[src/rtl/line_ptr_manager.sv]
// Pointer and flag manager for a line-organised packet buffer: RAM addresses,
// occupancy flags, and per-line length/tlast storage with overflow discard.
module line_ptr_manager #(
  parameter int CHAR_W      = 8,
  parameter int LINE_W      = 5,
  parameter int AFULL_LINES = 24
) (
  input  logic                     clk,
  input  logic                     rst,
  input  logic                     wr_char_incr,
  input  logic                     wr_newline,
  input  logic                     wr_restart_line,
  input  logic                     wr_tlast,
  input  logic                     rd_char_incr,
  input  logic                     rd_newline,
  input  logic                     rd_restart_line,
  output logic [LINE_W+CHAR_W-1:0] wr_ptr,
  output logic [LINE_W+CHAR_W-1:0] rd_ptr,
  output logic                     wr_greenflag,
  output logic                     rd_greenflag,
  output logic                     wr_afull,
  output logic [LINE_W:0]          used_lines,
  output logic                     tlast_flag,
  output logic [CHAR_W:0]          rd_line_len,
  output logic                     rd_last_char,
  output logic                     wr_drop
);

  localparam int NLINES = 1 << LINE_W;
  localparam logic [CHAR_W:0]   CNT_MAX     = (CHAR_W+1)'(1 << CHAR_W);
  localparam logic [CHAR_W:0]   CNT_ONE     = (CHAR_W+1)'(1);
  localparam logic [CHAR_W:0]   CNT_ZERO    = (CHAR_W+1)'(0);
  localparam logic [LINE_W:0]   LINE_ONE    = (LINE_W+1)'(1);
  localparam logic [LINE_W:0]   LINE_ZERO   = (LINE_W+1)'(0);
  localparam logic [LINE_W:0]   FULL_CNT    = (LINE_W+1)'(NLINES);
  localparam logic [LINE_W:0]   AFULL_CNT   = (LINE_W+1)'(AFULL_LINES);
  localparam logic [CHAR_W-1:0] RD_CHAR_MAX = {CHAR_W{1'b1}};
  localparam logic [CHAR_W-1:0] RD_CHAR_0   = {CHAR_W{1'b0}};

  logic [LINE_W:0]   wl_r;
  logic [LINE_W:0]   rl_r;
  logic [CHAR_W:0]   wcnt_r;
  logic [CHAR_W-1:0] rd_char_r;
  logic              ovf_r;
  logic              wr_drop_r;

  logic [CHAR_W:0]   len_mem [NLINES];
  logic              tlast_mem [NLINES];

  logic [LINE_W:0]   used_s;
  logic              wr_green_s;
  logic              rd_green_s;
  logic              wr_acc_s;
  logic              ovf_set_s;
  logic [CHAR_W:0]   commit_len_s;
  logic              do_drop_s;
  logic              do_commit_s;
  logic [CHAR_W:0]   len_rd_s;
  logic              tlast_rd_s;

  assign used_s     = wl_r - rl_r;
  assign rd_green_s = (used_s != LINE_ZERO);
  assign wr_green_s = (used_s != FULL_CNT);

  // Write-side decode: character acceptance, overflow, commit/discard choice
  always_comb begin
    wr_acc_s  = 1'b0;
    ovf_set_s = 1'b0;
    if (wr_char_incr && wr_green_s) begin
      if (wcnt_r == CNT_MAX) begin
        ovf_set_s = 1'b1;
      end else begin
        wr_acc_s = 1'b1;
      end
    end else begin
      wr_acc_s  = 1'b0;
      ovf_set_s = 1'b0;
    end

    // A character arriving with the commit belongs to the committed line
    commit_len_s = wcnt_r + (wr_acc_s ? CNT_ONE : CNT_ZERO);

    do_drop_s   = 1'b0;
    do_commit_s = 1'b0;
    if (wr_restart_line) begin
      do_drop_s   = 1'b0;
      do_commit_s = 1'b0;
    end else if (wr_newline && (ovf_r || ovf_set_s)) begin
      do_drop_s = 1'b1;
    end else if (wr_newline && wr_green_s && (commit_len_s != CNT_ZERO)) begin
      do_commit_s = 1'b1;
    end else begin
      do_drop_s   = 1'b0;
      do_commit_s = 1'b0;
    end
  end

  // Write line/character counters, overflow latch and drop pulse
  always_ff @(posedge clk) begin
    if (rst) begin
      wl_r      <= LINE_ZERO;
      wcnt_r    <= CNT_ZERO;
      ovf_r     <= 1'b0;
      wr_drop_r <= 1'b0;
    end else begin
      wr_drop_r <= do_drop_s;
      if (do_commit_s) begin
        wl_r <= wl_r + LINE_ONE;
      end
      if (wr_restart_line || do_drop_s || do_commit_s) begin
        wcnt_r <= CNT_ZERO;
        ovf_r  <= 1'b0;
      end else begin
        if (wr_acc_s) begin
          wcnt_r <= wcnt_r + CNT_ONE;
        end
        if (ovf_set_s) begin
          ovf_r <= 1'b1;
        end
      end
    end
  end

  // Per-line length and tlast storage; unread contents are masked by rd_greenflag
  always_ff @(posedge clk) begin
    if (do_commit_s) begin
      len_mem[wl_r[LINE_W-1:0]]   <= commit_len_s;
      tlast_mem[wl_r[LINE_W-1:0]] <= wr_tlast;
    end
  end

  // Read line/character counters; newline beats restart beats increment
  always_ff @(posedge clk) begin
    if (rst) begin
      rl_r      <= LINE_ZERO;
      rd_char_r <= RD_CHAR_0;
    end else if (rd_green_s) begin
      if (rd_newline) begin
        rl_r      <= rl_r + LINE_ONE;
        rd_char_r <= RD_CHAR_0;
      end else if (rd_restart_line) begin
        rd_char_r <= RD_CHAR_0;
      end else if (rd_char_incr && (rd_char_r != RD_CHAR_MAX)) begin
        rd_char_r <= rd_char_r + {{(CHAR_W-1){1'b0}}, 1'b1};
      end
    end
  end

  assign len_rd_s   = len_mem[rl_r[LINE_W-1:0]];
  assign tlast_rd_s = tlast_mem[rl_r[LINE_W-1:0]];

  assign wr_ptr       = {wl_r[LINE_W-1:0], wcnt_r[CHAR_W-1:0]};
  assign rd_ptr       = {rl_r[LINE_W-1:0], rd_char_r};
  assign wr_greenflag = wr_green_s;
  assign rd_greenflag = rd_green_s;
  assign wr_afull     = (used_s >= AFULL_CNT);
  assign used_lines   = used_s;
  assign tlast_flag   = rd_green_s & tlast_rd_s;
  assign rd_line_len  = rd_green_s ? len_rd_s : CNT_ZERO;
  assign rd_last_char = rd_green_s & (({1'b0, rd_char_r} + CNT_ONE) == rd_line_len);
  assign wr_drop      = wr_drop_r;

endmodule

[config.mk]
export PLATFORM = sky130hd
export DESIGN_NAME = line_ptr_manager
export DESIGN_NICKNAME = d
export VERILOG_FILES = /design/src/rtl/line_ptr_manager.sv
export SDC_FILE = /design/constraint.sdc
export NUM_CORES = 1
export LEC_CHECK = 0
export BUFFER_PORTS_ARGS = -buffer_cell sky130_fd_sc_hd__clkbuf_2
export CORE_MARGIN = 5
export CORE_UTILIZATION = 50
export CTS_CLUSTER_DIAMETER = 60
export DETAILED_ROUTE_END_ITERATION = 16
export GPL_ROUTABILITY_DRIVEN = 0
export PLACE_DENSITY_LB_ADDON = 0.05
export SYNTH_ARGS = -nofsm -noshare
export SYNTH_HDL_FRONTEND = slang
export SYNTH_SLANG_ARGS = --single-unit
[constraint.sdc]
create_clock -name clk -period 7.4 [get_ports clk]
set_clock_uncertainty 0.2 [all_clocks]
set_input_delay 1.11 -clock clk [delete_from_list [all_inputs] [get_ports clk]]
set_output_delay 1.11 -clock clk [all_outputs]
set_load 0.02 [all_outputs]
==> results of run 1 <==
per-layer routing:
layer  part of all wire  global-route usage
met1               0.42               0.290
met2               0.50               0.349
met3              0.058              0.0337
met4              0.025              0.0564
met5                  0                   0
cell usage after synthesis (all sizes together), types with 7 or more instances:
cell type	instances
nand3	14
xor2	20
a221oi	8
dfxtp	36
inv	18
nand4	13
nor2b	7
mux4	67
clkbuf	15
o21ai	13
mux2i	35
nand2b	7
buf	45
and3	9
ha	15
nor2	86
a22oi	14
nand2	25
edfxtp	320
xnor2	19
a21oi	19
metrics by stage:
step,cell area [um2],power [mW],utilization,setup slack [ns]
after global routing,16700,5.60,0.567,0.795
after detailed placement,15400,3.52,0.523,1.35
after CTS,16700,5.44,0.567,1.31
after global placement,15400,3.51,0.523,1.47
final,16700,5.40,0.567,1.26
after floorplan,14800,3.15,-,1.09
final timing paths:
path	end	startpoint	depth (start not counted)	slack, ns
min	rd_char_r[7]	rd_char_r[7]	2	0.34
max	len_mem[8][4]	wl_r[0]	17	1.26
min reg2reg	rd_char_r[7]	rd_char_r[7]	2	0.34
max reg2reg	len_mem[8][4]	wl_r[0]	17	1.26
worst max-delay path, delay by kind of cell (launching register included):
kind	cells	cell delay (ns)
AOI/OAI and AO/OA	2	0.65
xor gates and xnor gates	1	0.29
adders and majority gates	4	1.12
buffers and inverters	2	0.36
DFF	1	0.45
muxes	1	0.29
and+or+nand+nor	7	2.44
logic make-up (layout without fill, tap and decap cells):
kind of cell	after synthesis	count (layout)	share of synthesized area
AOI/OAI and AO/OA	89	89	0.0422
xor gates and xnor gates	39	39	0.0231
adders and majority gates	16	16	0.0140
buffers and inverters	78	163	0.0293
DFF	356	356	0.697
muxes	105	105	0.130
and+or+nand+nor	196	196	0.0645
where the power goes:
part | internal [mW] | switching [mW]
Clock | 1.17 | 0.756
Combinational | 0.458 | 0.694
Sequential | 2.22 | 0.108
Total | 3.84 | 1.56
state kept, by name, summed over array words and instances, names as in the netlist, named ones only:
signal and count:
wl_r 6, wr_drop 1, len_mem 288, wcnt_r 9
rd_char_r 8, ovf_r 1, tlast_mem 32, rl_r 6
placed cells by master, fill, tap and decap left out, drive strengths merged, types with 8 or more instances in the layout:
master and count:
a22oi 14, xnor2 19, xor2 20, nand3 14
dfxtp 36, nand4 13, mux2i 35, clkinv 18
clkbuf 99, nor2 86, ha 15, and3 9
buf 20, o21ai 13, a21oi 19, nand2 25
inv 21, mux4 67, edfxtp 320, a221oi 8
final cells by class:
cell class	instances	area share
inverters	18	0.00404
clock buffers	44	0.0608
clock inverters	26	0.0162
well taps	390	0.0292
multi-input cells	445	0.246
flip-flops and latches	356	0.619
repair buffers	75	0.0255
==> results.sh, run 1 <==
export IMPL_outcome="finished, final reports clean"
export IMPL_setup_viol=0
export IMPL_clk_latency_ns=0.53
export IMPL_clk_pin_slew_worst_paths_ns=0.06
export IMPL_synth_edf_count=320
export IMPL_routedWlPerCell_um=25.7
export IMPL_nFillCells=2300
export IMPL_arrival_ns=6.13
export IMPL_syn_avg_cell_area_um2=16.9
export IMPL_portBuffers=55
export IMPL_cp_required_ns=7.39
export IMPL_cpPeakStageDelay_ns=0.51
export IMPL_dr_pass1_iters=5
export IMPL_core_area_mm2=0.0295
export IMPL_io_pins=56
export IMPL_postCtsHoldBufs=0
export IMPL_wl_um=34700
export IMPL_ant_nets=0
export IMPL_clock_sinks=356
export IMPL_synthArstFlopShare=0
export IMPL_grt_max_degree=51
export IMPL_slew_headroom=0.338
export IMPL_area_delta_synth_final_pct=12.8
export IMPL_cts_buffer_depth=3
export IMPL_synth_seq_cells=356
export IMPL_die_width_um=182
export IMPL_crit_path_end_kind="register"
export IMPL_rows=63
export IMPL_crit_type="reg -> reg"
export IMPL_path_cells="inv_1 -> ha_1 -> fa_1 -> xnor2_1 -> nor4_1 -> mux2_2 -> o211ai_1 -> and3_1 -> ha_1 -> ha_1 -> buf_4 -> or3_1 -> or3_1 -> o41a_1 -> and3_1 -> nand2_1 -> nor2_1"
export IMPL_dieArea_mm2=0.0332
export IMPL_overflow=0
export IMPL_grt_pass1_wl_um=52000
export IMPL_vias=8059
export IMPL_die_h_um=182
export IMPL_numCtsBuffers=39
export IMPL_tightest_slew_ns=0.989
export IMPL_syn_num_nets=904
export IMPL_netlist_top_cell_by_area="edfxtp_1"
export IMPL_grt_pass1_vias=8089
export IMPL_crit_path_frequent_cell="ha_1"
export IMPL_critPathSlowestCell="and3_1"
export IMPL_synth_cells=879
export IMPL_synth_area_leaders="edfxtp_1 65%, mux4_2 9.0%, dfxtp_1 4.9%, mux2i_1 2.4%, nor2_1 2.2%"
export IMPL_cts_tree="done"
export IMPL_drtIter0Drc=743
export IMPL_htreeDepth=2
export IMPL_grtUsageTotal=0.209
export IMPL_finalCritPeriodShare=0.830
export IMPL_synth_ff_type="edfxtp_1"
export IMPL_post_cts_buffers=0
export IMPL_drc=0
export IMPL_ir_drop_uv=213
export IMPL_drive_above_1_share=0.223
export IMPL_synth_top_cell_area_share=0.648
export IMPL_n_antenna_cell=0
export IMPL_slew_violations=0
export IMPL_fin_nets=960
export IMPL_multi_input_area_mm2=0.00411
export IMPL_hold_slack_ns=0.344
export IMPL_antenna_found_initial=0
export IMPL_layout_min_cycle_time_ns=6.14
export IMPL_dpl_hpwl_um=22900
export IMPL_placed_cells=1284
export IMPL_seq_area_mm2=0.0103
export IMPL_avgViaCountPerCell=5.95
export IMPL_yosysSeqAreaShare=0.697
export IMPL_cts_resized=0
export IMPL_ys_types=57
export IMPL_power_density_mw_per_mm2=323
export IMPL_startpoint_type="register"
export IMPL_fmax_mhz=163
export IMPL_maxCapViolCount=0
export IMPL_setup_tns_ns=0
export IMPL_yosysWarnings=0
export IMPL_hold_violations=0
export IMPL_p_leak_nw=5.46
export IMPL_clock_root_buffer="clkbuf_16"
export IMPL_initial_core_util=0.503
export IMPL_rsz0062_at_grt="false"
export IMPL_min_path_type="reg -> reg"
export IMPL_cp_max_fo=33
export IMPL_syn_cell_area_mm2=0.0148
export IMPL_fin_cells=1354
No activity file was read; power rests on OpenSTA's default activity.
==> run 2: changes to the inputs <==
ABC_AREA = 1   (was not set)
clock period = 5.9 ns   (was 7.4 ns; I/O delays follow)
==> results.sh, run 2 <==
export IMPL_outcome="finished, final reports clean"
export IMPL_setup_viol=0
export IMPL_drtIter0Drc=1185
export IMPL_portBuffers=55
export IMPL_synth_ff_type="edfxtp_1"
export IMPL_syn_cell_area_mm2=0.0156
export IMPL_vias=10800
export IMPL_avgViaCountPerCell=5.64
export IMPL_overflow=0
export IMPL_path_cells="inv_1 -> ha_1 -> fa_1 -> nand3b_1 -> nand2_1 -> nand2_1 -> nand2_1 -> nor2_2 -> nand2_2 -> nand2_1 -> nor2_1 -> ha_1 -> ha_1 -> nand2_1 -> nor2_2 -> nand2_1 -> xor2_2 -> nor2_1 -> nand3_2 -> nand3_2 -> nor2_2 -> nand3_2 -> nor2_1"
export IMPL_grtUsageTotal=0.239
export IMPL_grt_pass1_wl_um=64200
export IMPL_wl_um=43000
export IMPL_highest_layer="met4"
export IMPL_grt_pass1_vias=10300
export IMPL_fin_nets=1518
export IMPL_cpPeakStageDelay_ns=0.78
export IMPL_layout_min_cycle_time_ns=5.22
export IMPL_clk_pin_slew_worst_paths_ns=0.06
export IMPL_wl_met2_um=19900
export IMPL_antenna_found_initial=0
export IMPL_drive_above_1_share=0.108
export IMPL_synth_seq_cells=356
export IMPL_rows=64
export IMPL_dieArea_mm2=0.0348
export IMPL_power_switching_mw=1.58
export IMPL_crit_type="reg -> reg"
export IMPL_cts_resized=0
export IMPL_slew_violations=0
export IMPL_syn_avg_cell_area_um2=10.6
export IMPL_grt_max_degree=73
export IMPL_drc=0
export IMPL_hold_slack_ns=0.297
export IMPL_ir_drop_uv=198
export IMPL_p_leak_nw=6.51
export IMPL_power_frac_comb=0.134
export IMPL_synth_edf_count=320
export IMPL_cp_startpoint="wl_r[0]"
export IMPL_synth_top_cell_area_share=0.617
export IMPL_min_path_type="reg -> reg"
export IMPL_htreeDepth=2
export IMPL_path_delay_family="simple AND/OR/NAND/NOR gates"
export IMPL_hold_start="wcnt_r[7]"
export IMPL_synth_top_family_by_area="simple AND/OR/NAND/NOR gates"
export IMPL_netlist_top_cell_by_area="edfxtp_1"
export IMPL_numCtsBuffers=39
export IMPL_area_delta_synth_final_pct=11.0
export IMPL_nFillCells=2674
export IMPL_finalCritPeriodShare=0.885
export IMPL_rsz0062_at_grt="false"
export IMPL_yosysWarnings=0
export IMPL_post_cts_buffers=0
export IMPL_tightest_slew_ns=0.956
export IMPL_slew_headroom=0.362
export IMPL_core_area_mm2=0.0307
export IMPL_ant_nets=0
export IMPL_synthSimpleGateAreaFrac=0.234
export IMPL_yosysSeqAreaShare=0.663
export IMPL_initial_core_util=0.508
export IMPL_postCtsHoldBufs=0
export IMPL_fmax_mhz=192
export IMPL_cts_tree="done"
export IMPL_io_pins=56
export IMPL_mostFrequentLayoutCells="435 x nand2_1, 320 x edfxtp_1, 269 x nand3_1, 82 x nor2_1, 65 x inv_1"
export IMPL_cp_required_ns=5.86
export IMPL_die_h_um=187
export IMPL_synth_area_leaders="edfxtp_1 62%, nand2_1 10%, nand3_1 8.6%, dfxtp_1 4.6%, nor2_1 2.0%"
export IMPL_arrival_ns=5.18
export IMPL_clock_sinks=356
export IMPL_p_int_mw=4.35
export IMPL_pwr_share_seq=0.469
export IMPL_cp_max_fo=10
export IMPL_dr_pass1_iters=5
export IMPL_synthMuxAreaShare=0
export IMPL_p_sw_frac=0.267
export IMPL_synthArstFlopShare=0
export IMPL_clk_latency_ns=0.52
export IMPL_reg2reg_from="wl_r[0]"
export IMPL_setup_tns_ns=0
export IMPL_power_density_mw_per_mm2=343
export IMPL_n_antenna_cell=0
export IMPL_dpl_hpwl_um=26700
export IMPL_yosys_top_cells_count="435 x nand2_1, 320 x edfxtp_1, 269 x nand3_1, 83 x nor2_1, 66 x inv_1"
export IMPL_die_width_um=187
export IMPL_largest_register_ffs=288
export IMPL_clock_root_buffer="clkbuf_16"
export IMPL_synth_compound_area_frac=0.0296
export IMPL_ys_types=38
export IMPL_synth_cells=1467
export IMPL_routedWlPerCell_um=22.4
export IMPL_synth_most_common_cell="nand2_1"
export IMPL_wl_met1_um=19200
export IMPL_layout_commonest_cell="nand2_1"
export IMPL_maxCapViolCount=0
export IMPL_syn_num_nets=1492
export IMPL_synth_xor_area_frac=0.00956
export IMPL_path_buf_inv=1
export IMPL_critPathSlowestCell="nor2_1"
export IMPL_crit_path_end_kind="register"
export IMPL_startpoint_type="register"
export IMPL_pwr_share_clk=0.398
export IMPL_hold_violations=0
export IMPL_crit_path_frequent_cell="nand2_1"
export IMPL_cts_buffer_depth=3
export IMPL_synth_fa_ha_area_frac=0.0133
export IMPL_met3_length_um=2840
-- run 2: changes by cell type in the layout (fill, tap and decap cells not counted), moves of 12 or more --
| cell | before | now |
|---|---|---|
| nand2_1 | 25 | 435 |
| a22oi_1 | 14 | 2 |
| a21oi_1 | 19 | 35 |
| inv_1 | 17 | 65 |
| xnor2_1 | 16 | 1 |
| mux4_2 | 59 | 0 |
| mux2i_1 | 35 | 0 |
| nand3_1 | 14 | 269 |
-- run 2: kinds of logic after synthesis --
kind of cell | count (synthesis)
buffers and inverters | 162
adders and majority gates | 16
DFF | 356
AOI/OAI and AO/OA | 80
and+or+nand+nor | 836
xor gates and xnor gates | 17
-- run 2: worst register-to-register path, cell delays in order, from the launching register on --
cell and delay [ns]:
dfxtp_1 0.38, inv_1 0.13, ha_1 0.24, fa_1 0.40
nand3b_1 0.20, nand2_1 0.08, nand2_1 0.05, nand2_1 0.12
nor2_2 0.07, nand2_2 0.11, nand2_1 0.06, nor2_1 0.19
ha_1 0.25, ha_1 0.23, nand2_1 0.10, nor2_2 0.18
nand2_1 0.11, xor2_2 0.15, nor2_1 0.07, nand3_2 0.09
nand3_2 0.14, nor2_2 0.15, nand3_2 0.37, nor2_1 0.79
-- run 2: power groups by stage --
stage          Sequential (mW)  Combinational [mW]  Clock (mW)
2_1_floorplan             2.82               0.560           0
6_report                  2.78               0.794        2.36
3_5_place_dp              2.84               0.788           0
3_3_place_gp              2.84               0.787           0
5_1_grt                   2.79               0.869        2.51
4_1_cts                   2.78               0.792        2.39
-- run 2: layer usage --
metal,GRT usage,vias to the layer above
met5,0,-
met4,0.0619,0
met3,0.0385,65
met2,0.381,413
met1,0.346,5232
li1,-,5111
-- run 2: area by class of cell --
cell class / instances / area, um2 / share of cell area
Multi-Input combinational cell: 949 / 4490 / 0.260
Sequential cell: 356 / 10300 / 0.598
Timing Repair Buffer: 74 / 430 / 0.0249
Inverter: 73 / 279 / 0.0161
Tap cell: 396 / 495 / 0.0286
Clock buffer: 52 / 1120 / 0.0647
Clock inverter: 20 / 143 / 0.00825
-- run 2: path summary, 6_finish.rpt --
kind / endpoint / slack [ns] / cells past startpoint
worst min register to register: wcnt_r[7] / 0.30 / 2
worst min-delay path: wcnt_r[7] / 0.30 / 2
worst max register to register: len_mem[11][6] / 0.68 / 23
worst max-delay path: len_mem[11][6] / 0.68 / 23
-- run 2: stage by stage --
step            util  worst slack [ns]  std cells  cell area [um2]  total power [mW]
2_1_floorplan      -             0.236       1467            15600              3.38
3_3_place_gp   0.523             0.818       1848            16000              3.62
3_5_place_dp   0.523             0.683       1848            16000              3.63
4_1_cts        0.564             0.663       1920            17300              5.97
5_1_grt        0.564             0.223       1920            17300              6.16
6_report       0.564             0.680       1920            17300              5.94
